$ cat config.mk
export PLATFORM = sky130hd
export DESIGN_NAME = clk_branch_sequencer
export DESIGN_NICKNAME = d
export VERILOG_FILES = /design/src/rtl/clk_branch_sequencer.sv
export SDC_FILE = /design/constraint.sdc
export NUM_CORES = 1
export LEC_CHECK = 0
export ABC_AREA = 1
export CELL_PAD_IN_SITES_DETAIL_PLACEMENT = 0
export CELL_PAD_IN_SITES_GLOBAL_PLACEMENT = 1
export CORE_MARGIN = 2
export CORE_UTILIZATION = 35
export CTS_BUF_LIST = sky130_fd_sc_hd__clkbuf_4
export DETAILED_ROUTE_END_ITERATION = 12
export PLACE_DENSITY = 0.76
export SKIP_CTS_REPAIR_TIMING = 1
export SYNTH_ARGS = -nofsm -noshare
export SYNTH_HDL_FRONTEND = slang
export SYNTH_SLANG_ARGS = --single-unit
$ cat constraint.sdc
create_clock -name CLK -period 3.9 [get_ports CLK]
set_input_delay 0.585 -clock CLK [delete_from_list [all_inputs] [get_ports CLK]]
set_output_delay 0.585 -clock CLK [all_outputs]
set_load 0.01 [all_outputs]
$ cat src/rtl/clk_branch_sequencer.sv
// Clock-branch enable sequencer: round-robin staggered turn-on, settle-delayed ACK, idle-timeout turn-off.
// Optional scan test enable port TE is present when CLKSEQ_TEST_EN is defined.
module clk_branch_sequencer #(
    parameter int N_BR    = 4,
    parameter int STAGGER = 4,
    parameter int SETTLE  = 2,
    parameter int IDLE_W  = 8
) (
    input  logic              CLK,
    input  logic              RN,
`ifdef CLKSEQ_TEST_EN
    input  logic              TE,
`endif
    input  logic [N_BR-1:0]   REQ,
    input  logic [IDLE_W-1:0] IDLE_TMO,
    output logic [N_BR-1:0]   EN,
    output logic [N_BR-1:0]   ACK,
    output logic              BUSY
);

    localparam int PTR_W = (N_BR > 1) ? $clog2(N_BR) : 1;
    localparam int STG_W = (STAGGER > 1) ? $clog2(STAGGER) : 1;
    localparam int SET_W = $clog2(SETTLE + 1);

    typedef enum logic [1:0] {S_OFF, S_WAIT, S_ON, S_HOLD} br_state_e;

    br_state_e         state_q  [N_BR];
    br_state_e         state_d  [N_BR];
    logic [IDLE_W-1:0] idle_q   [N_BR];
    logic [IDLE_W-1:0] idle_d   [N_BR];
    logic [SET_W-1:0]  settle_q [N_BR];
    logic [SET_W-1:0]  settle_d [N_BR];
    logic [PTR_W-1:0]  ptr_q, ptr_d;
    logic [STG_W-1:0]  stag_q, stag_d;
    logic              busy_q, busy_d;

    logic              gnt_vld;
    logic [PTR_W-1:0]  gnt_idx;
    logic [PTR_W:0]    sum;
    logic [PTR_W-1:0]  cand;
    logic              freeze;

`ifdef CLKSEQ_TEST_EN
    assign freeze = TE;
`else
    assign freeze = 1'b0;
`endif

    // Round-robin search; scanning from the far end lets the nearest candidate overwrite the rest.
    always_comb begin
        gnt_vld = 1'b0;
        gnt_idx = '0;
        sum     = '0;
        cand    = '0;
        if (stag_q == '0) begin
            for (int k = N_BR - 1; k >= 0; k--) begin
                sum = {1'b0, ptr_q} + (PTR_W+1)'(k);
                if (sum >= (PTR_W+1)'(N_BR)) begin
                    sum = sum - (PTR_W+1)'(N_BR);
                end
                cand = sum[PTR_W-1:0];
                if (state_q[cand] == S_WAIT && REQ[cand]) begin
                    gnt_vld = 1'b1;
                    gnt_idx = cand;
                end
            end
        end
    end

    always_ff @(posedge CLK) begin
        if (!RN) begin
            for (int i = 0; i < N_BR; i++) begin
                state_q[i]  <= S_OFF;
                idle_q[i]   <= '0;
                settle_q[i] <= '0;
            end
            ptr_q  <= '0;
            stag_q <= '0;
            busy_q <= 1'b0;
        end else if (!freeze) begin
            for (int i = 0; i < N_BR; i++) begin
                state_q[i]  <= state_d[i];
                idle_q[i]   <= idle_d[i];
                settle_q[i] <= settle_d[i];
            end
            ptr_q  <= ptr_d;
            stag_q <= stag_d;
            busy_q <= busy_d;
        end
    end

    always_comb begin
        busy_d = 1'b0;
        for (int i = 0; i < N_BR; i++) begin
            state_d[i]  = state_q[i];
            idle_d[i]   = idle_q[i];
            settle_d[i] = settle_q[i];
            if ((state_q[i] == S_ON || state_q[i] == S_HOLD) && settle_q[i] != '0) begin
                settle_d[i] = settle_q[i] - SET_W'(1);
            end
            case (state_q[i])
                S_OFF: begin
                    if (REQ[i]) state_d[i] = S_WAIT;
                end
                S_WAIT: begin
                    if (!REQ[i]) begin
                        state_d[i] = S_OFF;
                    end else if (gnt_vld && gnt_idx == PTR_W'(i)) begin
                        state_d[i]  = S_ON;
                        settle_d[i] = SET_W'(SETTLE);
                    end
                end
                S_ON: begin
                    if (!REQ[i]) begin
                        state_d[i] = S_HOLD;
                        idle_d[i]  = IDLE_TMO;
                    end
                end
                S_HOLD: begin
                    // A re-request wins over an expiring idle count.
                    if (REQ[i]) begin
                        state_d[i] = S_ON;
                    end else if (idle_q[i] == '0) begin
                        state_d[i]  = S_OFF;
                        settle_d[i] = '0;
                    end else begin
                        idle_d[i] = idle_q[i] - IDLE_W'(1);
                    end
                end
                default: state_d[i] = S_OFF;
            endcase
            busy_d = busy_d | (state_d[i] == S_WAIT);
        end

        ptr_d = ptr_q;
        if (stag_q != '0) begin
            stag_d = stag_q - STG_W'(1);
        end else begin
            stag_d = stag_q;
        end
        if (gnt_vld) begin
            ptr_d  = (gnt_idx == PTR_W'(N_BR - 1)) ? '0 : gnt_idx + PTR_W'(1);
            stag_d = STG_W'(STAGGER - 1);
        end
    end

    always_comb begin
        EN  = '0;
        ACK = '0;
        for (int i = 0; i < N_BR; i++) begin
            EN[i]  = (state_q[i] == S_ON) || (state_q[i] == S_HOLD);
            ACK[i] = ((state_q[i] == S_ON) || (state_q[i] == S_HOLD)) && (settle_q[i] == '0);
        end
`ifdef CLKSEQ_TEST_EN
        if (TE) begin
            EN  = '1;
            ACK = '1;
        end
`endif
    end

    assign BUSY = busy_q;

endmodule

Yosys cells after proc, flatten, opt, wreduce, memory -nomap -nowiden:

Memories as Yosys holds them, arrays and structs flattened.
Index checks and enable logic that the tools add are counted.
W data, S select, Z words.

* register bits after elaboration: 5
* latch bits: 0
* memory bits (writable): 48
* memory bits (read-only): 0
* input port bits: 14
* output and inout bits: 9
* logic and storage cells: 221
* memories: 3

* $add $sub $neg: 17
* $mul: 0
* divide/modulo/power cells: 0
* order comparisons: 8
* equality and inequality tests: 23
* shift operators: 0
* multiplexer cells: 112
* bitwise operators: 15
* reductions and logical operators: 40

Memories
* idle_q: depth 4, width 8, rd ports 4, clocked after Yosys merged registers in 0, write ports 4, line 29 `logic [IDLE_W-1:0] idle_q [N_BR];`
* settle_q: depth 4, width 2, rd ports 4, clocked after Yosys merged registers in 0, write ports 4, line 31 `logic [SET_W-1:0] settle_q [N_BR];`
* state_q: depth 4, width 2, rd ports 8, clocked after Yosys merged registers in 0, write ports 4, line 27 `br_state_e state_q [N_BR];`

Operator list (number)
* $mux W2: 68
* $mux W8: 16
* $pmux W8 S2: 4
* $logic_not A8 Y1: 4
* $pmux W2 S4: 4
* $sub A8 B1 Y8 const B: 4
* $eq A2 B1 Y1 const B: 13
* $eq A2 B2 Y1 const B: 10
* $logic_not A2 Y1: 10
* $sub A2 B1 Y2 const B: 9
* $logic_and A1 B1 Y1: 16
* $pmux W2 S2: 4
* $or A1 B1 Y1: 15
* $lt A2 B3 Y1 const B: 4
* $mux W1: 12
* $reduce_bool A2 Y1: 6
* $ge A3 B3 Y1 const B: 3
* $bmux W1 S2: 4
* $add A2 B2 Y3 const B: 2
* $logic_or A1 B1 Y1: 4
* $add A2 B1 Y3 const B: 1
* $ge A2 B3 Y1 const B: 1
* $add A2 B1 Y2 const B: 1

Depth between registers and ports, before layout:

* word-level depth: 21
* gate-level depth with buffers: 23
* depth with buffers taken out: 21

Least setup slack after synthesis:

Ideal clock, no wire load.

* kind: input-to-reg
* from: input REQ[3]
* to: register busy_q, in the netlist BUSY
* setup time: 0.128 ns
* arrival time: 2.154 ns
* data required time: 3.772 ns
* path slack: 1.619 ns
* cell stages on the path: 19
* buffers on the path: 0
* path through: inv_1 -> nand2_1 -> nand2_1 -> nor2_1 -> nand2_1 -> nand2_2 -> inv_1 -> a21oi_1 -> o31ai_1 -> nand2_1 -> inv_1 -> ha_1 -> nand4_2 -> nand2_1 -> inv_1 -> nand2_1 -> nand2_1 -> nor2_1 -> nor2_1

* word-level cells in the longest chain between the ends: 17
* elaborated cells on any way between the ends: 52
* classes of those cells: eq/ne (7); mux (33); bitwise (3); reduce/logical (9)

RTL lines
* start, declared: line 14 `input logic [N_BR-1:0] REQ,`
* $bmux W1 S2: line 62 `if (state_q[cand] == S_WAIT && REQ[cand]) begin`
* $mux W1 (implied by the code): line 62
* $logic_and A1 B1 Y1: line 62
* $mux W2 (4 in a row): line 62
* $mux W2: line 55 `if (stag_q == '0) begin`
* $eq A2 B1 Y1 or $logic_not A2 Y1 (tied branches): line 108 `end else if (gnt_vld && gnt_idx == PTR_W'(i)) begin`
* $logic_and A1 B1 Y1: line 108
* $mux W2: line 108
* $mux W2: line 106 `if (!REQ[i]) begin`
* $pmux W2 S4: line 101 `case (state_q[i])`
* $eq A2 B1 Y1: line 132 `busy_d = busy_d | (state_d[i] == S_WAIT);`
* $or A1 B1 Y1 (2 in a row): line 132
* $or A1 B1 Y1 (*): line 132
* end signal, assigned: line 88 `busy_q <= busy_d;`
* end, declared: line 35 `logic busy_q, busy_d;`

Every way passes the cells marked *; elsewhere a longest branch is shown, timed or not. The select of a mux whose other input is x is not followed.
A chain may end at the register's enable or synchronous reset.

Final worst setup path:

Same ends and word-level chain as after synthesis.

==> out/qor.yml <==
synthCells: 565
fin_nets: 605
whs_ns: 0.470
hold_viol: 0
ir_drop_v: 0.000338
fmax_mhz: 356
cp-start-kind: "primary input"
cts_root_buf: "clkbuf_4"
fin_cells: 712
synthSimpleGateAreaFrac_pct: 30.9
io_pins: 23
ys_seq_elements: 53
syn_to_final_growth_pct: 10.5
grtUsageTotal_pct: 17.4
grt_overflow: 0
setup_ws_ns: 1.09
synth_ff_type: "dfxtp_1"
power.leakage_uw: 0.00173
muxShareOfSynthArea_pct: 0
start_util_pct: 35.5
antenna_found_initial: 0
rsz0062_at_grt: "false"
avgViaCountPerCell: 4.93
worst_path_largest_cell_delay_ns: 0.47
synth-seq-area-share_pct: 29.4
dieWidth_um: 105
numCtsBuffers: 5
clock-sinks: 53
drive_gt1_share_pct: 6.60
synth_top_family_by_area: "simple AND/OR/NAND/NOR gates"
core-area_um2: 10100
finalCritPeriodShare_pct: 72.1
htreeDepth: 2
grt_pass1_vias: 3470
fp.dieArea_um2: 11100
pre_cts_slack_ns: 0.699
synthAdderAreaFrac_pct: 5.56
period_needed_ns: 2.81
setup_tns_ns: 0
synthesis.nets: 595
skew_ns: 0.00653
crit_chain: "clkdlybuf4s50_1 > inv_1 > nand2_1 > nand2_1 > nor2_1 > nand2_1 > nand2_2 > inv_1 > a21oi_1 > o31ai_1 > nand2_1 > inv_1 > ha_1 > nand4_1 > nand2_1 > inv_1 > nand2_1 > nand2_1 > nor2_1 > nor2_1"
synth-xor-area-share_pct: 1.70
syn_area_per_cell_um2: 6.38
status: "finished clean"
synth-edff-count: 0
ys_types: 38
maxCapViolCount: 0
drtPass1Iterations: 4
crit_path_max_fanout: 6
die_y_um: 105
wl_per_cell_um: 12.7
place_inst: 704
cp.required_ns: 4.15
synth_compound_area_share_pct: 20.2
insertedDiodeCount: 0
drc: 0
gp_congestion: 0.856
num_vias: 3509
worstHoldPathType: "reg -> reg"
end_kind: "flop"
fp-row-count: 37
cts_buffer_depth: 2
synth_area_um2: 3600
fillers: 1093
fin_util_pct: 39.3
grt_pass1_wl_um: 16100
port_buffers: 22
drv_slew: 0
route.antenna.remaining_nets: 0
arrival_ns: 3.07
tightest_slew_ns: 0.714
path_common_cell: "nand2_1"
slew_headroom_pct: 52.3
clk_latency_ns: 0.37
power.density_nw_per_um2: 413
grt_max_degree: 38
cts.clk_slew.worst_paths_ns: 0.16
synth_async_sr_flop_share_pct: 0
yosysWarnings: 0
path_class: "in -> reg"
drtIter0Drc: 178
wirelength_um: 9050
crit_slowest_cell: "clkdlybuf4s50_1"
cts_tree: "yes"
dp_hpwl_um: 6700
setup_viol: 0
flip-flops by register name, summed over array words and instances, names as in the netlist:
register and flops:
idle_q 32, BUSY 1, stag_q 2, state_q 8, settle_q 8, ptr_q 2
stage by stage:
| stage | power (uW) | instance area, um^2 |
|---|---|---|
| 6_report | 1640 | 3980 |
| 5_1_grt | 1800 | 3980 |
| 4_1_cts | 1660 | 3980 |
| 3_5_place_dp | 1330 | 3900 |
| 3_3_place_gp | 1330 | 3900 |
| 2_1_floorplan | 1190 | 3600 |
Yosys cell counts (9+ instances only):
cell type    n  area share [%]
nand2_1    129              13
nor2_1      53             5.5
inv_1       84             8.7
a211oi_1     9             1.9
nand2_2     11             1.9
nand3_1     23             3.2
o21ai_0     46             6.4
clkbuf_1    13             1.4
a31oi_1     11             1.9
a21oi_1     49             6.8
dfxtp_1     53              29
ha_1        16             5.6
cell families (layout without fill, tap and decap cells):
logic type	Yosys count	in the layout
compound gates	131	131
xor+xnor	7	7
fa+ha+maj	16	16
buf+inv	109	120
flops	53	53
simple gates	249	249
layout make-up:
class	instances	area (um^2)	area share [%]
tap	136	170	4.28
clock buffer	6	45.0	1.13
inverter	88	333	8.36
multi-input combinational	403	2100	52.8
timing repair buffer	24	235	5.91
sequential	53	1060	26.7
clock inverter	2	33.8	0.849
metal layers:
metal	share of wire [%]	GRT usage (%)
met1	49	23.6
met2	45	28.7
met3	3.4	2.47
met4	1.9	5.14
met5	0	0
cells in the final DEF, fill, tap and decap left out, types with 2 or more instances in the layout:
master | Yosys | final
clkbuf_4 | 0 | 6
nor2_2 | 4 | 4
nand3_2 | 2 | 2
buf_4 | 1 | 2
nor2_1 | 53 | 53
o31ai_1 | 5 | 5
nor3b_1 | 2 | 2
o21ai_1 | 3 | 3
o211ai_1 | 5 | 5
ha_1 | 16 | 16
xor2_1 | 5 | 5
dfxtp_1 | 53 | 53
a211oi_1 | 9 | 9
or2_2 | 2 | 2
nand2_2 | 11 | 11
nand3b_1 | 2 | 2
nor2_4 | 2 | 2
a221oi_1 | 2 | 2
clkdlybuf4s50_1 | 0 | 22
o21ai_0 | 46 | 46
a21oi_1 | 49 | 49
nor4_1 | 3 | 3
xnor2_1 | 2 | 2
nand3_1 | 23 | 23
inv_1 | 84 | 84
a31oi_1 | 11 | 11
nand4_1 | 6 | 6
nand2_1 | 129 | 129
nor3_1 | 6 | 6
inv_2 | 3 | 3
nand4_2 | 2 | 2
path summary, 6_finish.rpt:
| kind | end | cells after the start | slack (ns) | startpoint |
|---|---|---|---|---|
| worst max-delay path | BUSY$_SDFF_PN0_ | 20 | 1.09 | REQ[3] |
| worst min-delay path | stag_q[0]$_SDFFE_PN0P_ | 1 | 0.47 | stag_q[0]$_SDFFE_PN0P_ |
| worst max register to register | BUSY$_SDFF_PN0_ | 18 | 1.14 | ptr_q[0]$_SDFFE_PN0P_ |
| worst min register to register | stag_q[0]$_SDFFE_PN0P_ | 1 | 0.47 | stag_q[0]$_SDFFE_PN0P_ |
worst max-delay path: cells and delay by family:
kind,cells,cell delay (ns)
adder cells (fa/ha/maj),1,0.19
AO/OA/AOI/OAI,2,0.31
AND/OR/NAND/NOR,12,1.02
buffers and inverters,5,0.95
power by group:
group	total [uW]	internal (uW)	switching (uW)	leakage (uW)
Combinational	695	238	457	0.00126
Clock	324	141	183	0.0000433
Sequential	624	579	44.8	0.000430
Note: power is estimated with default switching activity, not from simulation.
